--- config.mk ---
export PLATFORM = sky130hd
export DESIGN_NAME = serial_mag_cmp_ctrl_flat
export DESIGN_NICKNAME = d
export VERILOG_FILES = /design/src/rtl/serial_cmp_pkg.sv /design/src/rtl/serial_mag_cmp_ctrl_if.sv /design/src/rtl/bit_cmp_slice.sv /design/src/rtl/serial_mag_cmp_ctrl.sv /design/src/flat_wrapper.sv
export SDC_FILE = /design/constraint.sdc
export NUM_CORES = 1
export LEC_CHECK = 0
export ABC_CLOCK_PERIOD_IN_PS = 2550
export CAP_MARGIN = 10
export CORE_MARGIN = 5
export CORE_UTILIZATION = 52
export DETAILED_ROUTE_END_ITERATION = 16
export HOLD_SLACK_MARGIN = 0.06
export PLACE_DENSITY_LB_ADDON = 0.15
export SLEW_MARGIN = 20
export SYNTH_ARGS = -nofsm -noshare
export SYNTH_HDL_FRONTEND = slang
export SYNTH_SLANG_ARGS = --single-unit
--- constraint.sdc ---
create_clock -name clk -period 2.55 [get_ports clk]
set_input_delay 0.51 -clock clk [delete_from_list [all_inputs] [get_ports clk]]
set_output_delay 0.51 -clock clk [all_outputs]
set_load 0.005 [all_outputs]
--- src/rtl/serial_cmp_pkg.sv ---
// rtl/serial_cmp_pkg.sv - shared state encoding and result packing for the serial magnitude compare
package serial_cmp_pkg;

    typedef enum logic [1:0] {
        ST_IDLE    = 2'b00,
        ST_COMPARE = 2'b01,
        ST_DONE    = 2'b10
    } state_t;

    // Result encodings when packed as {gt, eq, lt}.
    localparam logic [2:0] RES_NONE = 3'b000;
    localparam logic [2:0] RES_GT   = 3'b100;
    localparam logic [2:0] RES_EQ   = 3'b010;
    localparam logic [2:0] RES_LT   = 3'b001;

    function automatic logic [2:0] pack_res(input logic gt, input logic eq, input logic lt);
        return {gt, eq, lt};
    endfunction

endpackage

--- src/rtl/serial_mag_cmp_ctrl_if.sv ---
// rtl/serial_mag_cmp_ctrl_if.sv - request/result bundle of the serial magnitude compare
// master: drives start/a/b, observes busy/done/eq/gt/lt/bits_used
// slave : the compare controller
interface serial_mag_cmp_ctrl_if #(
    parameter int WIDTH = 8
);
    localparam int CW = $clog2(WIDTH + 1);

    logic             start;
    logic [WIDTH-1:0] a;
    logic [WIDTH-1:0] b;
    logic             busy;
    logic             done;
    logic             eq;
    logic             gt;
    logic             lt;
    logic [CW-1:0]    bits_used;

    modport master (
        output start, a, b,
        input  busy, done, eq, gt, lt, bits_used
    );

    modport slave (
        input  start, a, b,
        output busy, done, eq, gt, lt, bits_used
    );

endinterface

--- src/rtl/bit_cmp_slice.sv ---
// rtl/bit_cmp_slice.sv - stateless 1-bit magnitude compare slice
// x, y  : bits under comparison
// E     : x == y,  not_E : x != y
// G     : x > y,   L     : x < y
module bit_cmp_slice (
    input  logic x,
    input  logic y,
    output logic E,
    output logic not_E,
    output logic G,
    output logic L
);

    assign E     = ~(x ^ y);
    assign not_E = x ^ y;
    assign G     = x & ~y;
    assign L     = ~x & y;

endmodule

--- src/rtl/serial_mag_cmp_ctrl.sv ---
// rtl/serial_mag_cmp_ctrl.sv - MSB-first bit-serial unsigned magnitude compare sequencer
// clk, rst_n : clock, asynchronous active-low reset
// bus.start/a/b        : request and operands, taken only in IDLE
// bus.busy             : high in COMPARE and DONE
// bus.done             : one-cycle pulse, result valid and held afterwards
// bus.eq/gt/lt         : registered result
// bus.bits_used        : bit positions examined, 1..WIDTH
module serial_mag_cmp_ctrl #(
    parameter int WIDTH = 8
) (
    input  logic                  clk,
    input  logic                  rst_n,
    serial_mag_cmp_ctrl_if.slave  bus
);
    import serial_cmp_pkg::*;

    localparam int CW = $clog2(WIDTH + 1);
    localparam int IW = $clog2(WIDTH);
    localparam logic [IW-1:0] IDX_MSB = IW'(WIDTH - 1);
    localparam logic [CW-1:0] CNT_MAX = CW'(WIDTH);

    state_t           state_q, state_d;
    logic [WIDTH-1:0] ra_q, ra_d;
    logic [WIDTH-1:0] rb_q, rb_d;
    logic [IW-1:0]    idx_q, idx_d;
    logic [CW-1:0]    cnt_q, cnt_d;
    logic [CW-1:0]    bits_q, bits_d;
    logic             eq_q, eq_d;
    logic             gt_q, gt_d;
    logic             lt_q, lt_d;
    logic             done_q, done_d;

    logic sl_e, sl_g, sl_l;
    logic sl_not_e_unused;

    bit_cmp_slice u_slice (
        .x     (ra_q[idx_q]),
        .y     (rb_q[idx_q]),
        .E     (sl_e),
        .not_E (sl_not_e_unused),
        .G     (sl_g),
        .L     (sl_l)
    );

    always_comb begin
        state_d = state_q;
        ra_d    = ra_q;
        rb_d    = rb_q;
        idx_d   = idx_q;
        cnt_d   = cnt_q;
        bits_d  = bits_q;
        eq_d    = eq_q;
        gt_d    = gt_q;
        lt_d    = lt_q;
        done_d  = 1'b0;

        case (state_q)
            ST_IDLE: begin
                if (bus.start) begin
                    ra_d    = bus.a;
                    rb_d    = bus.b;
                    idx_d   = IDX_MSB;
                    cnt_d   = '0;
                    state_d = ST_COMPARE;
                end
            end
            ST_COMPARE: begin
                cnt_d = (cnt_q == CNT_MAX) ? cnt_q : cnt_q + 1'b1;
                if (sl_g || sl_l) begin
                    // First differing bit decides the result.
                    gt_d    = sl_g;
                    lt_d    = sl_l;
                    eq_d    = 1'b0;
                    bits_d  = cnt_q + 1'b1;
                    done_d  = 1'b1;
                    state_d = ST_DONE;
                end else if (sl_e && idx_q == '0) begin
                    // Last bit also matched: operands equal; idx never steps below 0.
                    gt_d    = 1'b0;
                    lt_d    = 1'b0;
                    eq_d    = 1'b1;
                    bits_d  = CNT_MAX;
                    done_d  = 1'b1;
                    state_d = ST_DONE;
                end else begin
                    idx_d = idx_q - 1'b1;
                end
            end
            ST_DONE: begin
                state_d = ST_IDLE;
            end
            default: begin
                state_d = ST_IDLE;
            end
        endcase
    end

    always_ff @(posedge clk or negedge rst_n) begin
        if (!rst_n) begin
            state_q <= ST_IDLE;
            ra_q    <= '0;
            rb_q    <= '0;
            idx_q   <= '0;
            cnt_q   <= '0;
            bits_q  <= '0;
            eq_q    <= 1'b0;
            gt_q    <= 1'b0;
            lt_q    <= 1'b0;
            done_q  <= 1'b0;
        end else begin
            state_q <= state_d;
            ra_q    <= ra_d;
            rb_q    <= rb_d;
            idx_q   <= idx_d;
            cnt_q   <= cnt_d;
            bits_q  <= bits_d;
            eq_q    <= eq_d;
            gt_q    <= gt_d;
            lt_q    <= lt_d;
            done_q  <= done_d;
        end
    end

    assign bus.busy      = (state_q == ST_COMPARE) || (state_q == ST_DONE);
    assign bus.done      = done_q;
    assign bus.eq        = eq_q;
    assign bus.gt        = gt_q;
    assign bus.lt        = lt_q;
    assign bus.bits_used = bits_q;

endmodule

--- src/flat_wrapper.sv ---
// flat-port wrapper written by rule: the top's interface ports become plain ports
module serial_mag_cmp_ctrl_flat import serial_cmp_pkg::*;
#(
    parameter int WIDTH = 8
)
  (clk, rst_n, bus_start, bus_a, bus_b, bus_busy, bus_done, bus_eq, bus_gt, bus_lt, bus_bits_used);
  serial_mag_cmp_ctrl_if #(.WIDTH(WIDTH)) bus_i ();
  input  logic clk;
  input  logic rst_n;
  input wire logic [$bits(bus_i.start)-1:0] bus_start;
  input wire logic [$bits(bus_i.a)-1:0] bus_a;
  input wire logic [$bits(bus_i.b)-1:0] bus_b;
  output wire logic [$bits(bus_i.busy)-1:0] bus_busy;
  output wire logic [$bits(bus_i.done)-1:0] bus_done;
  output wire logic [$bits(bus_i.eq)-1:0] bus_eq;
  output wire logic [$bits(bus_i.gt)-1:0] bus_gt;
  output wire logic [$bits(bus_i.lt)-1:0] bus_lt;
  output wire logic [$bits(bus_i.bits_used)-1:0] bus_bits_used;
  assign bus_i.start = bus_start;
  assign bus_i.a = bus_a;
  assign bus_i.b = bus_b;
  assign bus_busy = bus_i.busy;
  assign bus_done = bus_i.done;
  assign bus_eq = bus_i.eq;
  assign bus_gt = bus_i.gt;
  assign bus_lt = bus_i.lt;
  assign bus_bits_used = bus_i.bits_used;
  serial_mag_cmp_ctrl #(.WIDTH(WIDTH)) u_core (.clk(clk), .rst_n(rst_n), .bus(bus_i));
endmodule
; Word level (Yosys, flattened, before mapping)
; Cells that the tools add are included.
[classes]
reduce_logical = 12
bitwise_logic = 6
n_addsub = 2
mux = 25
magnitude_cmp = 1
eq_ne = 8
[ops]
columns = op, n
row1 = $mux 4, 4
row2 = $mux 1, 10
row3 = $mux 3, 3
row4 = $ne 2x2->1 const B, 4
row5 = $pmux 4 s2, 1
row6 = $bmux 1 s3, 2
row7 = $mux 2, 3
row8 = $pmux 3 s2, 1
row9 = $reduce_and 2->1, 3
row10 = $add 4x1->4 const B, 1
row11 = $eq 4x4->1 const B, 1
row12 = $lt 3x4->1 const B, 1
row13 = $pmux 2 s2, 1
row14 = $reduce_and 4->1, 1
row15 = $reduce_bool 2->1, 2
row16 = $logic_not 3->1, 1
row17 = $ne 3x1->1 const B, 1
row18 = $not 1->1, 3
row19 = $reduce_and 3->1, 1
row20 = $sub 3x1->3 const B, 1
row21 = $and 1x1->1, 2
row22 = $eq 2x1->1 const B, 1
row23 = $eq 2x2->1 const B, 1
row24 = $logic_not 2->1, 1
row25 = 3 further kinds, 4
[totals]
reg_bits = 33
output_inout_bits = 9
inputBits = 19
wordCells = 64

; Depth between registers and ports, before layout
; Gate-level depths: netlist (run 1).
[logic_depth]
ltp_word = 8
ltp_mapped = 9
depth_no_buf = 8

; Hierarchy
; Synthesis (run 1) repeated with hierarchy kept, for this count alone.
[unflattened]
cells_unflattened = 132
area_unflattened_um2 = 1642.8
[by_module_without_submodules]
columns = module, cells_each, n_inst, seq_area_each_um2, area_per_inst_um2
row1 = serial_mag_cmp_ctrl, 127, 1, 825.8, 1606.5
row2 = bit_cmp_slice, 5, 1, 0.0, 36.3

; Worst setup path before layout (run 1)
; Ideal clock, no wire load.
[synth_path]
path_kind = register to register
startpoint = register u_core.idx_q[1]
endpoint = register u_core.gt_q (netlist: u_core.bus.gt)
setup_time_ns = 0.125
arrival_time_ns = 2.037
n_path_buf = 1
slack_ns = 0.388
t_required_ns = 2.425
stages_incl_launch_ff = 10
period_less_slack_ns = 2.162
cell_sequence = dfrtp_1 > buf_6 > mux4_2 > nand2_1 > nand2_1 > ha_1 > inv_2 > o21ai_4 > inv_2 > mux2_4
[synth_between]
elab_chain_len = 7
elab_cells_between_ends = 16
cone_classes = 5 x mux / 6 x bitwise / 5 x reduce/logical
[synth_rtl]
columns = item, line_no
row1 = from (decl), serial_mag_cmp_ctrl.sv:25  ; logic [IW-1:0] idx_q, idx_d;
row2 = from (signal assigned), serial_mag_cmp_ctrl.sv:114  ; idx_q <= idx_d;
row3 = $bmux 1 s3 (on tied branches), "serial_mag_cmp_ctrl.sv:37, serial_mag_cmp_ctrl.sv:38"
row4 = $mux 1 (on tied branches), "serial_mag_cmp_ctrl.sv:37, serial_mag_cmp_ctrl.sv:38"
row5 = $xor 1x1->1 (tied with other cells), -
row6 = $not 1->1 (tied with other cells), bit_cmp_slice.sv:14  ; assign E = ~(x ^ y);
row7 = $logic_and 1x1->1 or $logic_or 1x1->1 (tied branches), "serial_mag_cmp_ctrl.sv:77, serial_mag_cmp_ctrl.sv:69"
row8 = $reduce_bool 2->1 (no source line), -
row9 = $reduce_and 2->1 (no source line), -
row10 = to (signal assigned), serial_mag_cmp_ctrl.sv:118  ; gt_q <= gt_d;
row11 = to (decl), serial_mag_cmp_ctrl.sv:29  ; logic gt_q, gt_d;
; Several ways; a longest one is shown, not always the timed one. The select of a mux whose other input is x is not followed.
; A chain may end at the register's enable or synchronous reset.

; Final worst setup path (run 1)
[layout_path]
startpoint = register u_core.idx_q[1]
endpoint = register u_core.lt_q (netlist: u_core.bus.lt)
[layout_between]
elab_chain_len = 7
elab_cells_between_ends = 16
cone_classes = 5 x mux / 6 x bitwise / 5 x reduce/logical
[layout_rtl]
columns = item, line_no
row1 = $bmux 1 s3 (on tied branches), "serial_mag_cmp_ctrl.sv:37, serial_mag_cmp_ctrl.sv:38"
row2 = $mux 1 (on tied branches), "serial_mag_cmp_ctrl.sv:37, serial_mag_cmp_ctrl.sv:38"
row3 = $xor 1x1->1 (tied with other cells), -
row4 = $not 1->1 (tied with other cells), bit_cmp_slice.sv:14
row5 = $logic_and 1x1->1 or $logic_or 1x1->1 (tied branches), "serial_mag_cmp_ctrl.sv:77, serial_mag_cmp_ctrl.sv:69"
row6 = $reduce_bool 2->1 (no source line), -
row7 = $reduce_and 2->1 (no source line), -
row8 = to (signal assigned), serial_mag_cmp_ctrl.sv:119  ; lt_q <= lt_d;
row9 = to (decl), serial_mag_cmp_ctrl.sv:30  ; logic lt_q, lt_d;
; Several ways; a longest one is shown, not always the timed one. The select of a mux whose other input is x is not followed.

==> impl_metrics.csv, run 1 <==
group,metric,value,unit
cells_and_area,drive_above_1_share,0.222,
place,placedInstanceArea,1970,um^2
worst_setup_path,reg2reg_depth,8,
worst_setup_path,worst-setup-path-type,"reg2reg",
synth,async_reset_ff_frac,1.00,
timing,hold_viol_final,0,
floorplanning,core_area,3080,um^2
clock_tree,root_buffer,"clkbuf_4",
synth,synthesis.nets,162,
grt,grt_antenna_before_repair,0,
min_path,worstHoldPathCells,1,
cells_and_area,mostFrequentLayoutCell,"dfrtp_1",
worst_setup_path,r2r_end,"u_core.bus.lt",
floorplanning,start_util,0.543,
clock_tree,cts_resized,0,
power_and_ir_drop,p_leak,0.922,nW
worst_setup_path,crit_chain,"mux4_2 > nand2_1 > nand2_1 > ha_1 > inv_2 > o21ai_4 > inv_2 > mux2_4",
clock_tree,cts_inserted_buffers,5,
timing,period_needed,2.38,ns
grt,grt_start_max_net_pins,34,
outcome,status,"finished, final reports clean",
clock_tree,clock_path_buffers,2,
timing,slew-limit-headroom,0.644,
synth,yosysWarnings,0,
routing,drt_iter0_markers,119,
synth,synth-edff-count,0,
place,dp_hpwl,2.34,mm
cells_and_area,fin_area,2070,um^2
floorplanning,rows,20,
timing,timing.final.crit_share,0.933,
clock_tree,cts_sinks,33,
cells_and_area,fin_nets,193,
worst_setup_path,reg2reg_slack,0.17,ns
routing,wl_per_cell,14.5,um
timing,fmax,420,MHz
floorplanning,floorplan.die_area,4450,um^2
worst_setup_path,cpMaxStageDelayCell,"mux4_2",
floorplanning,ios,28,
floorplanning,die_height,66.7,um
worst_setup_path,endpoint_kind,"flip-flop",
grt,track_usage,0.163,
clock_tree,hold_buffers,0,
grt,grt_pass1_wl,5.34,mm
grt,top_usage_layer,"met2",
clock_tree,post_cts_buffers,0,
grt,grt_use_met1,0.181,
synth,synthDistinctLibCells,37,
clock_tree,clkTransAtPathRegs,0.11,ns
timing,finalMaxSlewViolations,0,
grt,use_met3,0.0590,
routing,viasPerCell,5.44,
worst_setup_path,r2r_start,"u_core.idx_q[1]",
worst_setup_path,cp.arrival,2.61,ns
synth,synthCells,135,
clock_tree,insertion_delay,0.34,ns
routing,drtAntennaViolNets,0,
worst_setup_path,worstSetupStartpointType,"flip-flop",
routing,drt-total-wl,3.07,mm
clock_tree,htree_levels,2,
grt,overflow,0,
routing,route.vias.total,1147,
timing,tightest_slew,0.534,ns
synth,yosys_most_used_dff,"dfrtp_1",
synth,syn_area,1670,um^2
timing,worst_clock_skew,0.0124,ns
place,place.gp.congestion,0.856,
routing,firstDrtPassIters,4,
worst_setup_path,required,2.78,ns
synth,seq_area_frac_synth,0.494,
worst_setup_path,max_stage_delay,0.53,ns
flow_run,maxCapViolations,0,
cells_and_area,areaGrowthSynthToFinish,24.1,%
floorplanning,chipWidth,66.7,um
power_and_ir_drop,ir_worst_vdd,0.574,mV
clock_tree,cts_tree,"yes",
min_path,hold_end,"u_core.rb_q[6]",
synth,ys_top_cells_by_area,"dfrtp_1, mux2_2, ha_1",
timing,rsz0062_at_grt,"no",
timing,finalSetupTns,0,ns
cells_and_area,num-fill-cells,237,
min_path,worstHoldStart,"u_core.rb_q[6]",
synth,synth.avg_cell_area,12.4,um^2
synth,yosys.area.top_type,"dfrtp_1",
power_and_ir_drop,pwr_density_cell,1280,nW/um^2
grt,grt_pass1_vias,1209,
routing,remaining_drc_errors,0,
synth,yosys.area.top_type_share,0.494,
cells_and_area,insertedDiodeCount,0,
synth,synth-seq-cells,33,
place,io_buffers,27,
worst_setup_path,crit_path_max_fanout,6,
min_path,hp-class,"reg2reg",
timing,setup_violations,0,
grt,use_met2,0.286,
cells_and_area,layout_common_cells,"dfrtp_1, clkdlybuf4s50_1, mux2_2, nand2_1, inv_1",
-- synthesized netlist by cell type, types with 3 or more instances --
cell,number
nor4_1,3
dfrtp_1,33
and2_1,3
nand2_1,13
a311oi_1,3
mux2_2,17
inv_1,9
ha_1,8
a22o_1,3
mux4_2,4
nand2b_1,4
nor2_1,3
-- worst max-delay path, delay by kind of cell (launching register included) --
family | cells | cell delay (ns)
AOI/OAI and AO/OA | 1 | 0.21
adders and majority gates | 1 | 0.39
buffers and inverters | 2 | 0.19
DFF | 1 | 0.52
muxes | 2 | 0.83
and+or+nand+nor | 2 | 0.15
-- metrics by stage --
| step | hold WS, ns | utilization | total power, W | instances | setup WS [ns] |
|---|---|---|---|---|---|
| after CTS | 0.518 | 0.674 | 0.00269 | 211 | 0.150 |
| final | 0.511 | 0.674 | 0.00266 | 211 | 0.170 |
| after floorplan | 0.214 | - | 0.00185 | 135 | 0.388 |
| after detailed placement | 0.494 | 0.641 | 0.00221 | 203 | 0.151 |
| after global routing | 0.540 | 0.674 | 0.00288 | 211 | 0.0248 |
| after global placement | 0.487 | 0.641 | 0.00216 | 203 | 0.225 |
-- final cells by class --
type                       count  area [um^2]  area share
timing repair buffer          28          278       0.134
sequential                    33          826       0.398
multi-input combinational     87          772       0.372
inverter                      11         41.3      0.0199
clock inverter                 3         65.1      0.0314
clock buffer                   5         37.5      0.0181
tap                           44         55.1      0.0265
-- sequential cells by signal, summed over array words and instances, names as in the netlist --
| register | count |
|---|---|
| u_core.ra_q | 8 |
| u_core.rb_q | 8 |
| u_core.bus.bits_used | 4 |
| u_core.cnt_q | 4 |
| u_core.idx_q | 3 |
| u_core.state_q | 2 |
| u_core.bus.done | 1 |
| u_core.bus.eq | 1 |
| u_core.bus.gt | 1 |
| u_core.bus.lt | 1 |
-- routing by layer --
metal / part of all wire / vias to the layer above
met5: 0 / -
met1: 0.41 / 564
met2: 0.53 / 25
met4: 0.013 / 0
li1: - / 552
met3: 0.044 / 6
-- power breakdown --
part	switching [W]	leakage, nW	internal (W)
registers	0.000165	0.396	0.000767
clock network	0.000173	0.0552	0.000303
logic	0.000595	0.470	0.000659
total	0.000933	0.922	0.00173
-- cell families after synthesis --
kind of cell,Yosys count,synth area share
flops,33,0.494
simple gates,32,0.0981
mux,24,0.192
compound gates,22,0.106
buf+inv,15,0.0442
fa+ha+maj,8,0.0599
xor+xnor,1,0.00524
-- how the worst max path moves through the flow --
stage	from	end	slack (ns)	depth (start not counted)
6_report	u_core.idx_q[1]	u_core.bus.lt	0.17	8
5_1_grt	u_core.idx_q[1]	u_core.bus.lt	0.02	8
4_1_cts	u_core.idx_q[1]	u_core.bus.lt	0.15	8
3_5_place_dp	u_core.idx_q[1]	u_core.bus.lt	0.15	8
3_3_place_gp	u_core.idx_q[1]	u_core.bus.gt	0.23	8
2_1_floorplan	u_core.idx_q[1]	u_core.bus.gt	0.39	9
Note: power is estimated with default switching activity, not from simulation.
==> run 2: changes to the inputs <==
--- a/config.mk
+++ b/config.mk
@@ -10,6 +10,7 @@
 export CORE_MARGIN = 5
 export CORE_UTILIZATION = 52
 export DETAILED_ROUTE_END_ITERATION = 16
+export GPL_ROUTABILITY_DRIVEN = 0
 export HOLD_SLACK_MARGIN = 0.06
 export PLACE_DENSITY_LB_ADDON = 0.15
 export SLEW_MARGIN = 20
==> constraint.sdc (replaced) <==
create_clock -name clk -period 2.55 [get_ports clk]
set_input_delay 0.6375 -clock clk [delete_from_list [all_inputs] [get_ports clk]]
set_output_delay 0.6375 -clock clk [all_outputs]
set_load 0.005 [all_outputs]
==> results of run 2 <==
Same layout as run 1 (identical final DEF). Status: finished, final reports clean.
